==> src/rtl/multicycle_control.sv <==
// Main control FSM for the 16-bit multi-cycle processor: decodes state into
// ALU-path selects and write enables, and counts fetched instructions.
module multicycle_control #(
    parameter int         COUNT_WIDTH = 16,
    parameter logic [3:0] HALT_OPCODE = 4'hF
) (
    input  logic                   clk,
    input  logic                   reset,
    input  logic [3:0]             input_Opcode,
    input  logic                   input_Zero,
    input  logic                   input_negative,
    output logic [2:0]             output_ALUOp,
    output logic [1:0]             output_ALUSrcA,
    output logic [1:0]             output_ALUSrcB,
    output logic                   output_PCSrc,
    output logic                   output_PCWrite,
    output logic                   output_IorD,
    output logic                   output_MemRead,
    output logic                   output_MemWrite,
    output logic                   output_IRWrite,
    output logic                   output_RegWrite,
    output logic                   output_MemToReg,
    output logic                   output_RegDst,
    output logic [3:0]             output_State,
    output logic                   output_Halted,
    output logic [COUNT_WIDTH-1:0] output_InstrCount
);

    typedef enum logic [3:0] {
        S_FETCH    = 4'd0,
        S_DECODE   = 4'd1,
        S_EXEC_R   = 4'd2,
        S_EXEC_I   = 4'd3,
        S_MEM_ADDR = 4'd4,
        S_MEM_RD   = 4'd5,
        S_MEM_WB   = 4'd6,
        S_MEM_WR   = 4'd7,
        S_ALU_WB   = 4'd8,
        S_BRANCH   = 4'd9,
        S_JUMP     = 4'd10,
        S_HALT     = 4'd11
    } state_t;

    state_t                 state, state_next;
    logic [3:0]             opcode_q;
    logic [COUNT_WIDTH-1:0] count;

    always_ff @(posedge clk) begin
        if (reset) begin
            state    <= S_FETCH;
            count    <= '0;
            opcode_q <= '0;
        end else begin
            state <= state_next;
            if (state == S_FETCH)
                count <= count + COUNT_WIDTH'(1);
            // Opcode is captured once; later states never look at the live IR bits
            if (state == S_DECODE)
                opcode_q <= input_Opcode;
        end
    end

    always_comb begin
        state_next = S_FETCH;
        case (state)
            S_FETCH:  state_next = S_DECODE;
            S_DECODE: begin
                if (input_Opcode == HALT_OPCODE)
                    state_next = S_HALT;
                else begin
                    case (input_Opcode)
                        4'd0, 4'd1, 4'd2, 4'd3: state_next = S_EXEC_R;
                        4'd4:                   state_next = S_EXEC_I;
                        4'd5, 4'd6:             state_next = S_MEM_ADDR;
                        4'd7, 4'd8, 4'd9:       state_next = S_BRANCH;
                        4'd10:                  state_next = S_JUMP;
                        default:                state_next = S_FETCH;
                    endcase
                end
            end
            S_EXEC_R:   state_next = S_ALU_WB;
            S_EXEC_I:   state_next = S_ALU_WB;
            S_MEM_ADDR: state_next = (opcode_q == 4'd5) ? S_MEM_RD : S_MEM_WR;
            S_MEM_RD:   state_next = S_MEM_WB;
            S_HALT:     state_next = S_HALT;
            default:    state_next = S_FETCH;
        endcase
    end

    always_comb begin
        output_ALUOp    = 3'd0;
        output_ALUSrcA  = 2'd0;
        output_ALUSrcB  = 2'd0;
        output_PCSrc    = 1'b0;
        output_PCWrite  = 1'b0;
        output_IorD     = 1'b0;
        output_MemRead  = 1'b0;
        output_MemWrite = 1'b0;
        output_IRWrite  = 1'b0;
        output_RegWrite = 1'b0;
        output_MemToReg = 1'b0;
        output_RegDst   = 1'b0;
        case (state)
            S_FETCH: begin
                output_MemRead = 1'b1;
                output_IRWrite = 1'b1;
                output_ALUSrcB = 2'd1;
                output_PCWrite = 1'b1;
            end
            S_DECODE: output_ALUSrcB = 2'd2;
            S_EXEC_R: begin
                output_ALUSrcA = 2'd2;
                output_ALUOp   = opcode_q[2:0];
            end
            S_EXEC_I, S_MEM_ADDR: begin
                output_ALUSrcA = 2'd2;
                output_ALUSrcB = 2'd2;
            end
            S_ALU_WB: begin
                output_RegWrite = 1'b1;
                output_RegDst   = (opcode_q <= 4'd3);
            end
            S_MEM_RD: begin
                output_IorD    = 1'b1;
                output_MemRead = 1'b1;
            end
            S_MEM_WB: begin
                output_RegWrite = 1'b1;
                output_MemToReg = 1'b1;
            end
            S_MEM_WR: begin
                output_IorD     = 1'b1;
                output_MemWrite = 1'b1;
            end
            S_BRANCH: begin
                output_ALUSrcA = 2'd2;
                output_ALUOp   = 3'd1;
                output_PCSrc   = 1'b1;
                case (opcode_q)
                    4'd7:    output_PCWrite = input_Zero;
                    4'd8:    output_PCWrite = ~input_Zero;
                    4'd9:    output_PCWrite = input_negative;
                    default: output_PCWrite = 1'b0;
                endcase
            end
            S_JUMP: begin
                output_PCSrc   = 1'b1;
                output_PCWrite = 1'b1;
            end
            default: ;
        endcase
        // Reset cycle must never commit a write, even mid-instruction
        if (reset) begin
            output_ALUOp    = 3'd0;
            output_ALUSrcA  = 2'd0;
            output_ALUSrcB  = 2'd0;
            output_PCSrc    = 1'b0;
            output_PCWrite  = 1'b0;
            output_IorD     = 1'b0;
            output_MemRead  = 1'b0;
            output_MemWrite = 1'b0;
            output_IRWrite  = 1'b0;
            output_RegWrite = 1'b0;
            output_MemToReg = 1'b0;
            output_RegDst   = 1'b0;
        end
    end

    assign output_State      = state;
    assign output_Halted     = (state == S_HALT);
    assign output_InstrCount = count;

endmodule

==> config.mk <==
export PLATFORM = sky130hd
export DESIGN_NAME = multicycle_control
export DESIGN_NICKNAME = d
export VERILOG_FILES = /design/src/rtl/multicycle_control.sv
export SDC_FILE = /design/constraint.sdc
export NUM_CORES = 1
export LEC_CHECK = 0
export ABC_CLOCK_PERIOD_IN_PS = 2600
export CAP_MARGIN = 20
export CELL_PAD_IN_SITES_DETAIL_PLACEMENT = 1
export CELL_PAD_IN_SITES_GLOBAL_PLACEMENT = 2
export CORE_MARGIN = 8
export CORE_UTILIZATION = 26
export DETAILED_ROUTE_END_ITERATION = 12
export GPL_ROUTABILITY_DRIVEN = 0
export PLACE_DENSITY_LB_ADDON = 0.15
export RECOVER_POWER = 25
export SETUP_SLACK_MARGIN = 0.4
export SLEW_MARGIN = 20
export SYNTH_ARGS = -nofsm -noshare
export SYNTH_HDL_FRONTEND = slang
export SYNTH_SLANG_ARGS = --single-unit
==> constraint.sdc <==
create_clock -name clk -period 2.6 [get_ports clk]
set_input_delay 0.39 -clock clk [delete_from_list [all_inputs] [get_ports clk]]
set_output_delay 0.39 -clock clk [all_outputs]
set_load 0.02 [all_outputs]
==> flow_metrics.tcl <==
set metrics [dict create \
    status "completed" \
    cts_buffers 3 \
    cts_tree "built" \
    dp_hpwl_um 3760 \
    crit_fanout 8 \
    cts.repair.resized 19 \
    worstSetupPathType "reg -> out" \
    final_cells 305 \
    clk_pin_slew_ps 90 \
    hold_class "reg -> reg" \
    cap_violations 0 \
    overflow 0 \
    drt-initial-drc-count 19 \
    nets 247 \
    root_buffer "clkbuf_8" \
    grt_max_degree 25 \
    placed_area_um2 2000 \
    hold_violations 0 \
    synth.distinct_cells 46 \
    die_w_um 91.6 \
    critical_path.startpoint "output_State[0]" \
    netlist_instances 190 \
    crit_path_start_kind "flop" \
    slew_viol_final 0 \
    synth_commonest_cells "nor2_1 (27), dfxtp_1 (24), a21oi_1 (13)" \
    io_buffer_count 43 \
    cp-end-kind "output pin" \
    diodes 0 \
    synthFlopType "dfxtp_1" \
    grt_usage_pct 11.7 \
    drc 0 \
    synth-edff-count 0 \
    period_share_pct 85.8 \
    ys_ff_latch 24 \
    finalSetupViolCount 0 \
    h-tree-depth 1 \
    peakVddDrop_mv 0.213 \
    rrSetupSlack_ps 480 \
    cts.sinks 24 \
    place_inst 301 \
    finalWirelength_um 4810 \
    insertion_delay_ps 260 \
    ant_nets 0 \
    grt_use_met1_pct 13.2 \
    grt_first_pass_wirelength_um 8420 \
    ys_warn_count 0 \
    period_needed_ps 2230 \
    synth_top_area_share_pct 32.3 \
    finalHoldWorstSlack_ps 481 \
    busiest_layer "met2" \
    holdBufCountCts 0 \
    finalInstanceArea_um2 2030 \
    grt_setup_unrepaired "no" \
    r2r-start "output_State[0]" \
    coreArea_um2 5510 \
    synth_nets 203 \
    fin_setup_tns_ps 0 \
    synthTopCellsByArea "dfxtp_1 (32%), nor2_1 (6.8%), a21oi_1 (4.4%)" \
    skew_ps 2.38 \
    grtUsageMet2_pct 21.2 \
    via_per_inst 5.06 \
    cp.required_ps 2210 \
    r2r_end "output_InstrCount[15]" \
    relSlewSlack_pct 52.9 \
    grt_pass1_vias 1740 \
    wl_per_cell_um 15.8 \
    vias 1542 \
    tightest_slew_ps 705 \
    worstPathArrival_ps 1840 \
    synth-seq-area-share_pct 32.3 \
    die_h_um 91.6 \
    area_growth_pct 36.7 \
    max_freq_mhz 448 \
    dr.pass1.iters 4 \
    grt_antenna_before_repair 0 \
    synth.largest_area_cell "dfxtp_1" \
    syn_avg_cell_area_um2 7.82 \
    cts_setup_buffers 0 \
    synth.most_common_cell "nor2_1" \
    power_density_nw_per_um2 493 \
    clk_path_buf_depth 2 \
    crit_end "output_IRWrite" \
    boundaryPins 45 \
    use_met3_pct 2.20 \
    reg2reg_depth 4 \
    synth_area_um2 1490 \
    drive_above_1_share_pct 9.44 \
    start_util_pct 27.0 \
    synthArstFlopShare_pct 0 \
    die-area_um2 8390 \
    power_leakage_nw 0.820 \
    rows 27 \
]
per-stage QoR:
stage | worst slack [ps] | total power [mW] | util (%)
3_5_place_dp | 120 | 0.780 | 36.4
6_report | 368 | 1.00 | 36.9
3_3_place_gp | 160 | 0.768 | 36.4
4_1_cts | 351 | 1.03 | 37.2
5_1_grt | 248 | 1.07 | 36.9
2_1_floorplan | 476 | 0.641 | -
critical path: stages, from the launching register on:
cell	delay (ps)
dfxtp_2	380
or4_1	680
nor2_2	200
clkdlybuf4s15_1	330
flip-flops by register name, summed over array words and instances, names as in the netlist:
signal / cells
opcode_q: 4
output_InstrCount: 16
output_State: 4
worst min-delay path by stage:
stage,start,end,slack (ps),cells past startpoint
finish,output_InstrCount[15],output_InstrCount[15],480,2
CTS,output_InstrCount[15],output_InstrCount[15],490,2
global placement,output_InstrCount[15],output_InstrCount[15],460,2
global route,output_InstrCount[15],output_InstrCount[15],510,2
floorplan,opcode_q[3],opcode_q[3],510,2
detailed placement,output_InstrCount[15],output_InstrCount[15],480,2
cell families (layout without fill, tap and decap cells):
kind of cell    after synthesis  count (layout)  synth area share, %
compound gates               34              34                 14.7
other cells                   1               1                0.252
mux                           4               4                 2.78
fa+ha+maj                     5               5                 4.21
buf+inv                      22              65                 7.07
flops                        24              24                 32.3
xor+xnor                      9               9                 5.30
simple gates                 91              91                 33.3
final cells by class:
cell class,instances,area (um2)
fillers,676,3470
multi-input cells,144,905
flip-flops and latches,24,482
repair buffers,52,467
well taps,72,90.1
clock buffers,4,55.1
inverters,9,33.8
routing by layer:
layer / share of wire, % / wire, um / vias to the layer above
met1: 45 / 2150 / 740
met2: 50 / 2380 / 33
met4: 1.2 / 58 / 0
li1: - / - / 765
met5: 0 / 0 / -
met3: 4.7 / 224 / 4
power breakdown:
part	switching, mW	internal, mW	leakage, nW
clock	0.119	0.135	0.0288
sequential	0.0312	0.393	0.195
combinational	0.191	0.133	0.596
layout by cell type (no fill, tap or decap), types with 5 or more instances in the layout:
cell and instances:
a21oi_1 13, buf_4 8, clkdlybuf4s50_1 21, dfxtp_1 23
dlygate4sd2_1 10, dlygate4sd3_1 5, ha_1 5, inv_1 9
nand2_1 9, nand3_1 6, nand4_1 7, nor2_1 26
nor2b_1 6, nor3_1 10, o21ai_0 5, or4_1 5
xor2_1 5
No activity file was read; power rests on OpenSTA's default activity.
